**config.mk**
```make
export PLATFORM = sky130hd
export DESIGN_NAME = button_conditioner
export DESIGN_NICKNAME = d
export VERILOG_FILES = /design/src/rtl/button_conditioner_pkg.sv /design/src/rtl/button_conditioner_debounce.sv /design/src/rtl/button_conditioner.sv
export SDC_FILE = /design/constraint.sdc
export NUM_CORES = 1
export LEC_CHECK = 0
export CAP_MARGIN = 20
export CORE_MARGIN = 2
export CORE_UTILIZATION = 40
export CTS_CLUSTER_DIAMETER = 200
export CTS_CLUSTER_SIZE = 28
export DETAILED_ROUTE_END_ITERATION = 8
export GPL_TIMING_DRIVEN = 0
export MAX_ROUTING_LAYER = met4
export SYNTH_ARGS = -nofsm -noshare
export SYNTH_HDL_FRONTEND = slang
export SYNTH_HIERARCHICAL = 1
export SYNTH_SLANG_ARGS = --single-unit
```
**constraint.sdc**
```tcl
create_clock -name i_clk -period 5.76 [get_ports i_clk]
set_input_delay 0.576 -clock i_clk [delete_from_list [all_inputs] [get_ports i_clk]]
set_output_delay 0.576 -clock i_clk [all_outputs]
set_load 0.005 [all_outputs]
```
**src/rtl/button_conditioner_pkg.sv**
```systemverilog
// ---------------------------------------------------------------------------
// button_conditioner_pkg
// Shared constants and types for the push-button conditioning block:
//   - button bit positions within the 4-bit button vectors
//   - per-button debounce FSM state encoding
//   - default debounce length derived from the 40 MHz system clock
// ---------------------------------------------------------------------------
package button_conditioner_pkg;

  localparam int CLK_FREQ_HZ      = 40_000_000;
  localparam int DEBOUNCE_TIME_US = 5_000;
  localparam int DEBOUNCE_CYCLES_DEFAULT = (CLK_FREQ_HZ / 1_000_000) * DEBOUNCE_TIME_US;
  localparam int CNT_WIDTH_DEFAULT       = 20;

  localparam int NUM_BTN       = 4;
  localparam int BTN_IDX_LEFT  = 0;
  localparam int BTN_IDX_RIGHT = 1;
  localparam int BTN_IDX_A     = 2;
  localparam int BTN_IDX_B     = 3;

  // Buttons whose accepted press fires LAUNCH.
  localparam logic [NUM_BTN-1:0] LAUNCH_MASK = (NUM_BTN'(1) << BTN_IDX_A) | (NUM_BTN'(1) << BTN_IDX_B);

  typedef enum logic [1:0] {
    ST_RELEASED     = 2'b00,
    ST_PRESS_PEND   = 2'b01,
    ST_HELD         = 2'b10,
    ST_RELEASE_PEND = 2'b11
  } btn_state_e;

endpackage

```
**src/rtl/button_conditioner_debounce.sv**
```systemverilog
// ---------------------------------------------------------------------------
// button_debounce
// One button bit: two-flop synchroniser, hold-time counter, debounce FSM and
// registered level / press / release outputs.
// Ports:
//   i_clk          system clock
//   i_rst_n        asynchronous active-low reset
//   i_raw          raw asynchronous button input (active-high)
//   o_level        debounced level (1 in HELD and RELEASE_PEND)
//   o_press        one-cycle pulse on an accepted 0->1 transition
//   o_release_ev   one-cycle pulse on an accepted 1->0 transition
//   o_press_fire   combinational "press accepted at the next edge"; lets the
//                  parent register a derived pulse in the same cycle as o_press
// ---------------------------------------------------------------------------
module button_debounce
  import button_conditioner_pkg::*;
#(
  parameter int DEBOUNCE_CYCLES = DEBOUNCE_CYCLES_DEFAULT,
  parameter int CNT_WIDTH       = CNT_WIDTH_DEFAULT
) (
  input  logic i_clk,
  input  logic i_rst_n,
  input  logic i_raw,
  output logic o_level,
  output logic o_press,
  output logic o_release_ev,
  output logic o_press_fire
);

  localparam logic [CNT_WIDTH-1:0] CNT_LAST = CNT_WIDTH'(DEBOUNCE_CYCLES - 1);

  logic [1:0]           r_sync;
  btn_state_e           r_state;
  logic [CNT_WIDTH-1:0] r_cnt;
  logic                 r_level;
  logic                 r_press;
  logic                 r_release;

  logic                 w_sync;
  logic                 w_cnt_done;
  logic                 w_press_fire;
  logic                 w_release_fire;
  logic [CNT_WIDTH-1:0] w_cnt_inc;

  assign w_sync         = r_sync[1];
  assign w_cnt_done     = (r_cnt == CNT_LAST);
  assign w_press_fire   = (r_state == ST_PRESS_PEND) && w_sync && w_cnt_done;
  assign w_release_fire = (r_state == ST_RELEASE_PEND) && !w_sync && w_cnt_done;
  // Saturating increment: the counter must never wrap back into range.
  assign w_cnt_inc      = (r_cnt == {CNT_WIDTH{1'b1}}) ? r_cnt : r_cnt + 1'b1;

  always_ff @(posedge i_clk or negedge i_rst_n) begin
    if (!i_rst_n) begin
      r_sync    <= 2'b00;
      r_state   <= ST_RELEASED;
      r_cnt     <= '0;
      r_level   <= 1'b0;
      r_press   <= 1'b0;
      r_release <= 1'b0;
    end else begin
      r_sync    <= {r_sync[0], i_raw};
      r_press   <= w_press_fire;
      r_release <= w_release_fire;
      case (r_state)
        ST_RELEASED: begin
          if (w_sync) begin
            r_state <= ST_PRESS_PEND;
            r_cnt   <= '0;
          end
        end
        ST_PRESS_PEND: begin
          if (!w_sync) begin
            r_state <= ST_RELEASED;      // bounce rejected
          end else if (w_cnt_done) begin
            r_state <= ST_HELD;
            r_level <= 1'b1;
          end else begin
            r_cnt <= w_cnt_inc;
          end
        end
        ST_HELD: begin
          if (!w_sync) begin
            r_state <= ST_RELEASE_PEND;
            r_cnt   <= '0;
          end
        end
        ST_RELEASE_PEND: begin
          if (w_sync) begin
            r_state <= ST_HELD;          // bounce rejected, level stays 1
          end else if (w_cnt_done) begin
            r_state <= ST_RELEASED;
            r_level <= 1'b0;
          end else begin
            r_cnt <= w_cnt_inc;
          end
        end
        default: begin
          r_state <= ST_RELEASED;
          r_level <= 1'b0;
        end
      endcase
    end
  end

  assign o_level      = r_level;
  assign o_press      = r_press;
  assign o_release_ev = r_release;
  assign o_press_fire = w_press_fire;

endmodule

```
**src/rtl/button_conditioner.sv**
```systemverilog
// ---------------------------------------------------------------------------
// button_conditioner
// Conditions the four raw push buttons (LEFT, RIGHT, A, B) for the game
// controller: per-button synchronise + debounce, plus a merged A|B launch pulse.
// Ports:
//   i_clk              system clock (40 MHz)
//   i_rst_n            asynchronous active-low reset
//   i_btn_raw[3:0]     raw buttons, active-high; bit0 LEFT, 1 RIGHT, 2 A, 3 B
//   o_btn_level[3:0]   debounced levels
//   o_btn_press[3:0]   one-cycle accepted-press pulses
//   o_btn_release_ev[3:0] one-cycle accepted-release pulses
//   o_launch           one-cycle pulse, press of A or B (single pulse if both)
// ---------------------------------------------------------------------------
module button_conditioner
  import button_conditioner_pkg::*;
#(
  parameter int DEBOUNCE_CYCLES = DEBOUNCE_CYCLES_DEFAULT,
  parameter int CNT_WIDTH       = CNT_WIDTH_DEFAULT
) (
  input  logic               i_clk,
  input  logic               i_rst_n,
  input  logic [NUM_BTN-1:0] i_btn_raw,
  output logic [NUM_BTN-1:0] o_btn_level,
  output logic [NUM_BTN-1:0] o_btn_press,
  output logic [NUM_BTN-1:0] o_btn_release_ev,
  output logic               o_launch
);

  logic [NUM_BTN-1:0] w_press_fire;
  logic               r_launch;

  generate
    for (genvar gi = 0; gi < NUM_BTN; gi++) begin : g_btn
      button_debounce #(
        .DEBOUNCE_CYCLES (DEBOUNCE_CYCLES),
        .CNT_WIDTH       (CNT_WIDTH)
      ) u_debounce (
        .i_clk        (i_clk),
        .i_rst_n      (i_rst_n),
        .i_raw        (i_btn_raw[gi]),
        .o_level      (o_btn_level[gi]),
        .o_press      (o_btn_press[gi]),
        .o_release_ev (o_btn_release_ev[gi]),
        .o_press_fire (w_press_fire[gi])
      );
    end
  endgenerate

  // Registered from the same "about to accept" term that sets BTN_PRESS, so
  // LAUNCH lines up with the press pulse and A+B together yields one pulse.
  always_ff @(posedge i_clk or negedge i_rst_n) begin
    if (!i_rst_n) begin
      r_launch <= 1'b0;
    end else begin
      r_launch <= |(w_press_fire & LAUNCH_MASK);
    end
  end

  assign o_launch = r_launch;

endmodule

```
* After elaboration in Yosys (flattened, before gate mapping) *
Index checks and enable logic that the tools add are counted.

operators by class
  reductions and logical operators = 41
  bitwise gates (word level) = 0
  muxes and demuxes = 76
  $lt $le $gt $ge = 0
  shifts and indexed selects = 0
  div/mod/pow operators = 0
  $mul = 0
  add/sub/neg operators = 4
  equality and inequality tests = 52

operators with widths
  cell                     count
  $mux W20                 24
  $pmux W20 S4             4
  $add A20 B1 Y20 const B  4
  $eq A20 B18 Y1 const B   4
  $eq A20 B20 Y1 const B   4
  $mux W2                  24
  $ne A2 B1 Y1 const B     16
  $pmux W2 S4              4
  $reduce_and A4 Y1        8
  $reduce_and A5 Y1        4
  $eq A2 B2 Y1 const B     8
  $logic_and A1 B1 Y1      16
  $mux W1                  16
  $ne A2 B2 Y1 const B     8
  $ne A3 B1 Y1 const B     4
  $ne A3 B3 Y1 const B     4
  $eq A2 B1 Y1 const B     4
  $logic_not A2 Y1         4
  $pmux W1 S2              4
  $reduce_bool A2 Y1       4
  $logic_not A1 Y1         4
  $reduce_or A2 Y1         1

storage, ports and cells
  bits in latches = 0
  memory bits (read-only) = 0
  bits in writable memories = 0
  register bits after elaboration = 109
  memories kept = 0

* Logic depth before layout (Yosys ltp) *
Gate-level depths: netlist of the first run.

  depth after elaboration = 5
  mapped depth = 9

* By module *
Netlist of the first run, hierarchy kept.

by module, submodules not included
  module                                     times used  area an instance (µm²)  sequential area each (µm²)  cells each
  button_debounce (g_btn[0].u_debounce ...)  3           1576.5                  675.6                       165
  button_debounce (g_btn[3].u_debounce)      1           1605.3                  675.6                       162
  button_conditioner                         1           31.3                    25.0                        2

* Worst setup path after synthesis of the first run *
OpenSTA, ideal clock, no wires.

  path type = register -> register
  start point = reg g_btn[3].u_debounce.r_cnt[0]
  end point = reg g_btn[3].u_debounce.r_cnt[14]
  path slack = 3.626 ns
  stages on the path, launching flop included = 9
  arrival time = 2.001 ns
  library setup time = 0.132 ns
  path buffers = 2
  path through = dfrtp_1 > ha_1 > nand3_1 > or3_4 > nor4_4 > or2_1 > buf_6 > buf_8 > o211ai_1

between the ends
  cells in the longest elaborated chain, start to end = 5

RTL lines
  what                                               RTL line                                                              RTL
  from (decl)                                        button_conditioner_debounce.sv:34                                     logic [CNT_WIDTH-1:0] r_cnt;
  from (signal assigned)                             button_conditioner_debounce.sv:78                                     r_cnt <= w_cnt_inc;
  from (signal assigned)                             button_conditioner_debounce.sv:94                                     r_cnt <= w_cnt_inc;
  $add A20 B1 Y20 or $eq A20 B20 Y1 (tied branches)  button_conditioner_debounce.sv:50                                     assign w_cnt_inc = (r_cnt == {CNT_WIDTH{1'b1}}) ? r_cnt : r_cnt + 1'b1;
  $mux W20                                           button_conditioner_debounce.sv:50
  $mux W20 *                                         button_conditioner_debounce.sv:74, button_conditioner_debounce.sv:90
  $mux W20 (on tied branches)                        button_conditioner_debounce.sv:88, button_conditioner_debounce.sv:72
  $pmux W20 S4 *                                     button_conditioner_debounce.sv:64                                     case (r_state)

Every way passes the cells marked *; elsewhere a longest branch is shown, timed or not. The select of a mux whose other input is x is not followed.
A chain may end at the register's enable or synchronous reset.

* Worst setup path after layout of the first run *
Ends and elaborated chain as after synthesis.

==> results of run 1 <==
[worst max path at each step]
stage / startpoint / endpoint / slack, ns
CTS: g_btn[3].u_debounce/r_cnt[0] / g_btn[3].u_debounce/r_cnt[14] / 3.12
finish: g_btn[3].u_debounce/r_cnt[0] / g_btn[3].u_debounce/r_cnt[14] / 3.08
floorplan: g_btn[3].u_debounce/r_cnt[0] / g_btn[3].u_debounce/r_cnt[14] / 3.63
detailed placement: g_btn[3].u_debounce/r_cnt[0] / g_btn[3].u_debounce/r_cnt[14] / 3.13
global placement: i_rst_n / g_btn[2].u_debounce/r_cnt[7] / -0.24
global route: g_btn[3].u_debounce/r_cnt[0] / g_btn[3].u_debounce/r_cnt[1] / 2.97
[synthesized netlist by cell type (13+ instances only)]
library cell	n	share of area
and3_1	19	0.019
nand4_1	30	0.029
nor4_1	13	0.013
clkbuf_1	19	0.011
nand3b_1	15	0.018
nor2_1	30	0.018
nor4b_1	24	0.033
a211o_1	13	0.018
o21ai_0	47	0.037
o211ai_1	21	0.025
nand2_1	41	0.024
nand3_1	61	0.048
dfrtp_1	109	0.43
inv_1	19	0.011
[worst register-to-register path, stage by stage (launching register included)]
cell and delay, ns:
dfrtp_1 0.42, ha_1 0.25, nand3_1 0.24, or3_4 0.49, nor4_4 0.57, or2_1 0.20
buf_6 0.13, buf_8 0.13, o211ai_1 0.11
[layout make-up]
| class | instances | area, um2 |
|---|---|---|
| buffer | 43 | 277 |
| clock buffer | 10 | 239 |
| clock inverter | 6 | 61.3 |
| fill | 1491 | 8570 |
| inverter | 19 | 71.3 |
| multi-input combinational | 488 | 3290 |
| sequential | 109 | 2730 |
| tap | 216 | 270 |
| timing repair buffer | 19 | 209 |
[kinds of logic (layout without fill, tap and decap cells)]
family,Yosys count,after routing
compound gates,163,163
fa+ha+maj,4,4
mux,8,8
flops,109,109
buf+inv,62,97
xor+xnor,4,4
simple gates,309,309
[placed cells by master, fill, tap and decap left out, drive strengths merged, types with 3 or more instances in the layout]
cell / n
nand4: 34
nand2b: 12
a21oi: 8
a211o: 16
inv: 20
buf: 25
nor3: 12
nand2: 41
nor4: 17
and2: 4
dfrtp: 109
or3b: 11
clkdlybuf4s50: 17
nand3b: 15
o21bai: 4
o221ai: 12
ha: 4
a21o: 11
o21ai: 50
and3: 19
or3: 8
clkinv: 3
xnor2: 4
mux2: 8
a221o: 4
a31oi: 7
and4b: 4
clkbuf: 29
o41ai: 7
nor4b: 24
o211ai: 21
o22ai: 4
or2: 5
o31a: 4
nor4bb: 4
nor2: 30
nand3: 61
o31ai: 8
a22o: 5
nand4b: 5
[stage by stage]
stage / setup TNS, ns / util / hold WS, ns / cells
final: 0 / 0.455 / 0.145 / 910
after global routing: 0 / 0.455 / 0.168 / 910
after CTS: 0 / 0.455 / 0.149 / 910
after detailed placement: 0 / 0.436 / 0.336 / 894
after global placement: -24.77 / 0.434 / 0.338 / 893
after floorplan: 0 / - / 0.280 / 659
[metal layers]
| metal | up-vias | routed length (um) |
|---|---|---|
| met4 | 0 | 227 |
| li1 | 2603 | - |
| met1 | 2751 | 7390 |
| met3 | 15 | 573 |
| met5 | - | 0 |
| met2 | 136 | 7450 |
[sequential cells by signal (all words and copies together) (netlist names), named ones only]
| signal | count |
|---|---|
| g_btn.u_debounce/o_level | 4 |
| g_btn.u_debounce/o_press | 4 |
| g_btn.u_debounce/o_release_ev | 4 |
| g_btn.u_debounce/r_cnt | 80 |
| g_btn.u_debounce/r_state | 4 |
| g_btn.u_debounce/r_sync | 8 |
| o_launch | 1 |
[power by group through the flow]
stage	Clock [uW]	Sequential, uW	Combinational (uW)
finish	642	830	123
global route	695	836	139
CTS	666	829	125
detailed placement	0	844	125
global placement	0	842	119
floorplan	0	834	81.0
==> results.cfg, run 1 <==
[grt]
use_met1 = 0.270
grt_pass1_vias = 5349
met3_usage = 0.0373
antenna_found_initial = 0
grt_util_all_layers = 0.202
grt_max_degree = 67
grt.busiest_layer = met2
use_met2 = 0.317
grt_pass1_wl_mm = 26.7
grt_overflow = 0

[logic_synthesis]
avgSynthCellArea_um2 = 9.66
ys_ff_latch = 109
yosys_warnings = 6
synthCells = 659
ys_async_sr_fraction = 1.00
syn-num-nets = 669
synth_top_family_by_area = simple AND/OR/NAND/NOR gates
netlist_area_um2 = 6370
synthXorXnorAreaFrac = 0.00550
synthAdderAreaFrac = 0.00786
ys_seq_area_frac = 0.428
synth-compound-area-share = 0.186
ys_types = 56
synth-simple-area-share = 0.303
synthFlopType = dfrtp_1
synth_edf_count = 0
synthMuxAreaShare = 0.0142

[placed_design]
gp_congestion = 0.901
numPortBuffers = 18
post-place-ws_ns = 3.13
place.detailed.hpwl_mm = 10.6
placed_area_um2 = 6850

[sta]
relSlewSlack = 0.493
worst_slew_pin_slew_ns = 0.753
timing.final.crit_period_ns = 2.68
skew_ns = 0.00739
rsz0062_at_grt = false
timing_hold_violations_final = 0
worst_slack_ns = 3.08
slew_viol_final = 0
maxClockFrequency_mhz = 373
fin_crit_sh = 0.465
setup_violations = 0

[floorplanning]
dieWidth_um = 130
initial_core_util = 0.405
std_cell_rows = 46
pin_count = 19
core_um2 = 15700
die-area_um2 = 16900
die_y_um = 130

[clock_tree]
ctsHoldBuffers = 0
clk_latency_ns = 0.36
postCtsSetupBuffers = 0
clockBufferDepth = 2
cts_sinks = 109
clkTransAtPathRegs_ns = 0.07
cts-root-buf = clkbuf_16
cts-buffers-inserted = 9
cts_tree = yes
htreeDepth = 3
ctsResizeCount = 0

[critical_path]
path_max_fanout = 10
cp_num_buf_inv = 2
crit_chain = ha_1 > nand3_1 > or3_4 > nor4_4 > or2_1 > buf_6 > buf_8 > o211ai_1
r2r_cells = 8
ff2ff_setup_slack_ns = 3.08
r2r-end = g_btn[3].u_debounce/r_cnt[14]
cp.required_ns = 5.98
crit_type = register to register
worst_path_max_delay_cell = nor4_4
critical_path_depth = 8
cp-end-kind = register
reg2reg_from = g_btn[3].u_debounce/r_cnt[0]
crit_family = simple AND/OR/NAND/NOR gates
worst_setup_path_start_kind = register
max_stage_delay_ns = 0.57
worst_ep_arrival_time_ns = 2.90

[route]
wl_per_cell_um = 17.2
wl_mm = 15.6
vias_per_cell = 6.05
firstDrtPassIters = 5
drtAntennaViolNets = 0
via_count = 5505
remaining_drc_errors = 0
initialDrtViolationCount = 347

[pwr]
clockPowerShare = 0.402
power_switching_uw = 403
internal_power_uw = 1190
peakVddDrop_v = 0.000209
cellLeakagePower_uw = 0.00299
p_sw_frac = 0.253
power.density_nw_per_um2 = 223
pwr-share-comb = 0.077
power_frac_seq = 0.520
p_total_uw = 1600

[final_layout]
postLayoutCellArea_um2 = 7150
n_antenna_cell = 0
drive_above_1_share = 0.127
area_delta_synth_final_pct = 12.2
final_nets = 699

[flow_run]
drv_cap = 0

[status]
outcome = finished, final reports clean

[hold_path]
hold_path_class = primary input to async pin
Power figures use the tool's default switching activity.
==> inputs of run 2 (changes only) <==
==> constraint.sdc (replaced) <==
create_clock -name i_clk -period 2.78 [get_ports i_clk]
set_input_delay 0.278 -clock i_clk [delete_from_list [all_inputs] [get_ports i_clk]]
set_output_delay 0.278 -clock i_clk [all_outputs]
set_load 0.005 [all_outputs]
==> results.cfg, run 2 (synthesis gave the netlist of run 1 again) <==
[route]
wl_mm = 15.6
initialDrtViolationCount = 342
remaining_drc_errors = 0
wl_per_cell_um = 17.1
vias_per_cell = 6.02
firstDrtPassIters = 5
via_count = 5487
drtAntennaViolNets = 0

[clock_tree]
clk_latency_ns = 0.36
htreeDepth = 3
ctsResizeCount = 0
clkTransAtPathRegs_ns = 0.08
clockBufferDepth = 2
cts-buffers-inserted = 9
cts_sinks = 109
cts_tree = yes
postCtsSetupBuffers = 0
cts-root-buf = clkbuf_16

[pwr]
cellLeakagePower_uw = 0.00299
peakVddDrop_v = 0.000433
power.density_nw_per_um2 = 461

[sta]
timing.final.crit_period_ns = 2.59
rsz0062_at_grt = false
skew_ns = 0.00723
slew_viol_final = 0
whs_ns = 0.356
fin_crit_sh = 0.930
maxClockFrequency_mhz = 387
worst_slack_ns = 0.195
setup_violations = 0
worst_slew_pin_slew_ns = 0.736
relSlewSlack = 0.505
timing_hold_violations_final = 0

[critical_path]
path_max_fanout = 10
crit_chain = ha_1 > nand3_1 > or3_4 > nor4_4 > or2_1 > buf_6 > buf_8 > o211ai_1
max_stage_delay_ns = 0.56
crit_family = simple AND/OR/NAND/NOR gates
cp.required_ns = 3.01
worst_setup_path_start_kind = register
critical_path_depth = 8
cp-end-kind = register
reg2reg_from = g_btn[2].u_debounce/r_cnt[0]
r2r_cells = 8
r2r-end = g_btn[2].u_debounce/r_cnt[16]
startpoint = g_btn[2].u_debounce/r_cnt[0]
crit_type = register to register
worst_path_max_delay_cell = nor4_4
cp_num_buf_inv = 2
ff2ff_setup_slack_ns = 0.19
worst_ep_arrival_time_ns = 2.81

[flow_run]
drv_cap = 0

[floorplanning]
pin_count = 19
dieWidth_um = 130
core_um2 = 15700
die-area_um2 = 16900
initial_core_util = 0.405
std_cell_rows = 46
die_y_um = 130

[placed_design]
dp_cells = 894
post-place-ws_ns = 0.148
placed_area_um2 = 6850
numPortBuffers = 18
place.detailed.hpwl_mm = 10.6
gp_congestion = 0.901

[final_layout]
nFillCells = 1490
top_regs = g_btn.u_debounce/r_cnt x80, g_btn.u_debounce/r_sync x8
n_antenna_cell = 0
instances_no_fill = 911
layout_commonest_cell = dfrtp_1
drive_above_1_share = 0.127
final_cell_mix = dfrtp_1 (109), nand3_1 (61), o21ai_0 (47)
top_register = g_btn.u_debounce/r_cnt
postLayoutCellArea_um2 = 7160
final_util = 0.455
seqCellArea_um2 = 2730
largest_reg_flops = 80
area_delta_synth_final_pct = 12.4
multi_input_area_um2 = 3290
final_nets = 700

[status]
outcome = finished, final reports clean

[grt]
grt_pass1_vias = 5349
grt_pass1_wl_mm = 26.7
grt_overflow = 0
antenna_found_initial = 0
grt_max_degree = 67
grt_util_all_layers = 0.202

[hold_path]
whs_path_depth = 0
hold-path-endpoint = g_btn[3].u_debounce/r_sync[1]
hp-start = g_btn[3].u_debounce/r_sync[0]
hold_path_class = register to register
-- run 2: changes by cell type in the layout (fill, tap and decap cells not counted) --
cell,before,now
dlygate4sd3_1,1,2
-- run 2: through the flow --
stage / power, uW / setup TNS [ns]
2_1_floorplan: 1900 / 0
3_3_place_gp: 1990 / -317.10
4_1_cts: 3360 / 0
6_report: 3300 / 0
3_5_place_dp: 2010 / 0
5_1_grt: 3460 / 0
-- run 2: final cells by class --
class / count / share of cell area
Buffer: 43 / 0.0386
Clock buffer: 10 / 0.0334
Clock inverter: 6 / 0.00857
Inverter: 19 / 0.00997
Multi-Input combinational cell: 488 / 0.460
Sequential cell: 109 / 0.381
Tap cell: 216 / 0.0378
Timing Repair Buffer: 20 / 0.0306
-- run 2: timing repair --
item,CTS,global route
endpoints found under the setup margin,0,3
hold buffers,1,0
hold endpoints to repair,43,0
-- run 2: metal layers --
layer | track usage | up-vias | share of wire
li1 | - | 2611 | -
met1 | 0.270 | 2734 | 0.47
met2 | 0.317 | 127 | 0.48
met3 | 0.0373 | 15 | 0.035
met4 | 0.0563 | 0 | 0.015
met5 | - | - | 0
-- run 2: report_power, final --
part	internal [uW]	switching (uW)	total, uW	leakage (uW)
sequential	1640	78.9	1720	0.00148
clock	723	603	1330	0.000149
combinational	107	149	257	0.00136
-- run 2: worst max path at each step --
| stage | end | slack, ns |
|---|---|---|
| after floorplan | g_btn[3].u_debounce/r_cnt[14] | 0.65 |
| after CTS | g_btn[3].u_debounce/r_cnt[14] | 0.14 |
| after detailed placement | g_btn[3].u_debounce/r_cnt[14] | 0.15 |
| after global routing | g_btn[2].u_debounce/r_cnt[17] | 0.04 |
| final | g_btn[2].u_debounce/r_cnt[16] | 0.19 |
| after global placement | g_btn[2].u_debounce/r_cnt[7] | -2.92 |
==> inputs of run 3 (changes only) <==
==> constraint.sdc (replaced) <==
create_clock -name i_clk -period 2.8 [get_ports i_clk]
set_input_delay 0.28 -clock i_clk [delete_from_list [all_inputs] [get_ports i_clk]]
set_output_delay 0.28 -clock i_clk [all_outputs]
set_load 0.005 [all_outputs]
==> results.cfg, run 3 (synthesis gave the netlist of run 1 again) <==
[sta]
worst_slack_ns = 0.131
timing.final.crit_period_ns = 2.67
setup_violations = 0
slew_viol_final = 0
relSlewSlack = 0.465
skew_ns = 0.00723
worst_slew_pin_slew_ns = 0.795
fin_tns_setup_ns = 0
maxClockFrequency_mhz = 375
fin_crit_sh = 0.953
rsz0062_at_grt = false
whs_ns = 0.356
timing_hold_violations_final = 0

[critical_path]
worst_ep_arrival_time_ns = 2.89
worst_path_max_delay_cell = nor4_4
path_max_fanout = 10
max_stage_delay_ns = 0.57
crit_type = register to register
cp_num_buf_inv = 2
crit_family = simple AND/OR/NAND/NOR gates
worst_setup_path_start_kind = register
cp.required_ns = 3.02
crit_chain = ha_1 > nand3_1 > or3_4 > nor4_4 > or2_1 > buf_6 > buf_8 > o211ai_1
cp-end-kind = register

[final_layout]
top_register = g_btn.u_debounce/r_cnt
final_nets = 700
nFillCells = 1490
top_regs = g_btn.u_debounce/r_cnt x80, g_btn.u_debounce/r_sync x8
n_antenna_cell = 0
area_delta_synth_final_pct = 12.4
instances_no_fill = 911
drive_above_1_share = 0.127
largest_reg_flops = 80
layout_commonest_cell = dfrtp_1
final_cell_mix = dfrtp_1 (109), nand3_1 (61), o21ai_0 (47)

[clock_tree]
htreeDepth = 3
clkTransAtPathRegs_ns = 0.07
ctsResizeCount = 0
cts-root-buf = clkbuf_16
clockBufferDepth = 2
postCtsSetupBuffers = 0
cts_sinks = 109
clk_latency_ns = 0.36
cts-buffers-inserted = 9
cts_tree = yes

[placed_design]
place.detailed.hpwl_mm = 10.6
numPortBuffers = 18
gp_congestion = 0.901
dp_cells = 894
post-place-ws_ns = 0.168

[route]
firstDrtPassIters = 5
wl_per_cell_um = 17.1
vias_per_cell = 6.03
via_count = 5493
wl_mm = 15.6
initialDrtViolationCount = 342
remaining_drc_errors = 0
drtAntennaViolNets = 0

[hold_path]
hold_path_class = register to register

[grt]
grt_pass1_vias = 5349
grt_overflow = 0
antenna_found_initial = 0
grt_util_all_layers = 0.202
grt_max_degree = 67
grt_pass1_wl_mm = 26.7

[floorplanning]
die_y_um = 130
core_um2 = 15700
initial_core_util = 0.405
dieWidth_um = 130
std_cell_rows = 46
die-area_um2 = 16900
pin_count = 19

[pwr]
power.density_nw_per_um2 = 458
peakVddDrop_v = 0.000429
cellLeakagePower_uw = 0.00299

[flow_run]
drv_cap = 0

[status]
outcome = finished, final reports clean
-- run 3: cell counts in the layout (fill, tap and decap cells not counted) --
No cell type changed its count.
-- run 3: worst paths after layout --
kind                            depth (start not counted)                       endpoint                     startpoint  slack [ns]
worst max-delay path                                    8  g_btn[3].u_debounce/r_cnt[14]   g_btn[3].u_debounce/r_cnt[0]        0.13
worst min-delay path                                    0  g_btn[3].u_debounce/r_sync[1]  g_btn[3].u_debounce/r_sync[0]        0.36
worst max register to register                          8  g_btn[3].u_debounce/r_cnt[14]   g_btn[3].u_debounce/r_cnt[0]        0.13
worst min register to register                          0  g_btn[3].u_debounce/r_sync[1]  g_btn[3].u_debounce/r_sync[0]        0.36
max in group asynchronous                               3   g_btn[0].u_debounce/r_cnt[2]                        i_rst_n        1.72
min in group asynchronous                               2  g_btn[1].u_debounce/r_cnt[15]                        i_rst_n        0.42
-- run 3: report_power, final --
group	internal [uW]	switching (uW)	leakage (uW)
registers	1630	78.5	0.00148
logic	106	148	0.00136
clock network	718	599	0.000149
-- run 3: layer usage --
| layer | vias up | GRT usage | part of all wire | wire (um) |
|---|---|---|---|---|
| li1 | 2609 | - | - | - |
| met1 | 2733 | 0.270 | 0.47 | 7330 |
| met2 | 132 | 0.317 | 0.48 | 7450 |
| met3 | 19 | 0.0373 | 0.036 | 565 |
| met4 | 0 | 0.0563 | 0.016 | 257 |
| met5 | - | - | 0 | 0 |
-- run 3: area by class of cell --
| cell class | count | area, um2 | share of cell area |
|---|---|---|---|
| Inverter | 19 | 71.3 | 0.00997 |
| Multi-Input combinational cell | 488 | 3290 | 0.460 |
| Sequential cell | 109 | 2730 | 0.381 |
| Tap cell | 216 | 270 | 0.0378 |
| Timing Repair Buffer | 20 | 219 | 0.0306 |
| Clock buffer | 10 | 239 | 0.0334 |
| Clock inverter | 6 | 61.3 | 0.00857 |
| Buffer | 43 | 277 | 0.0386 |
-- run 3: stage by stage --
step,area [um2],total power [uW],utilization
5_1_grt,7160,3440,0.455
2_1_floorplan,6370,1880,-
4_1_cts,7160,3330,0.455
3_5_place_dp,6850,1990,0.436
6_report,7160,3280,0.455
3_3_place_gp,6820,1980,0.434
-- run 3: repair_timing --
item | 4_1_cts | 5_1_grt
endpoints found under the hold margin | 43 | 0
setup endpoints to repair | 0 | 0
hold buffers | 1 | 0
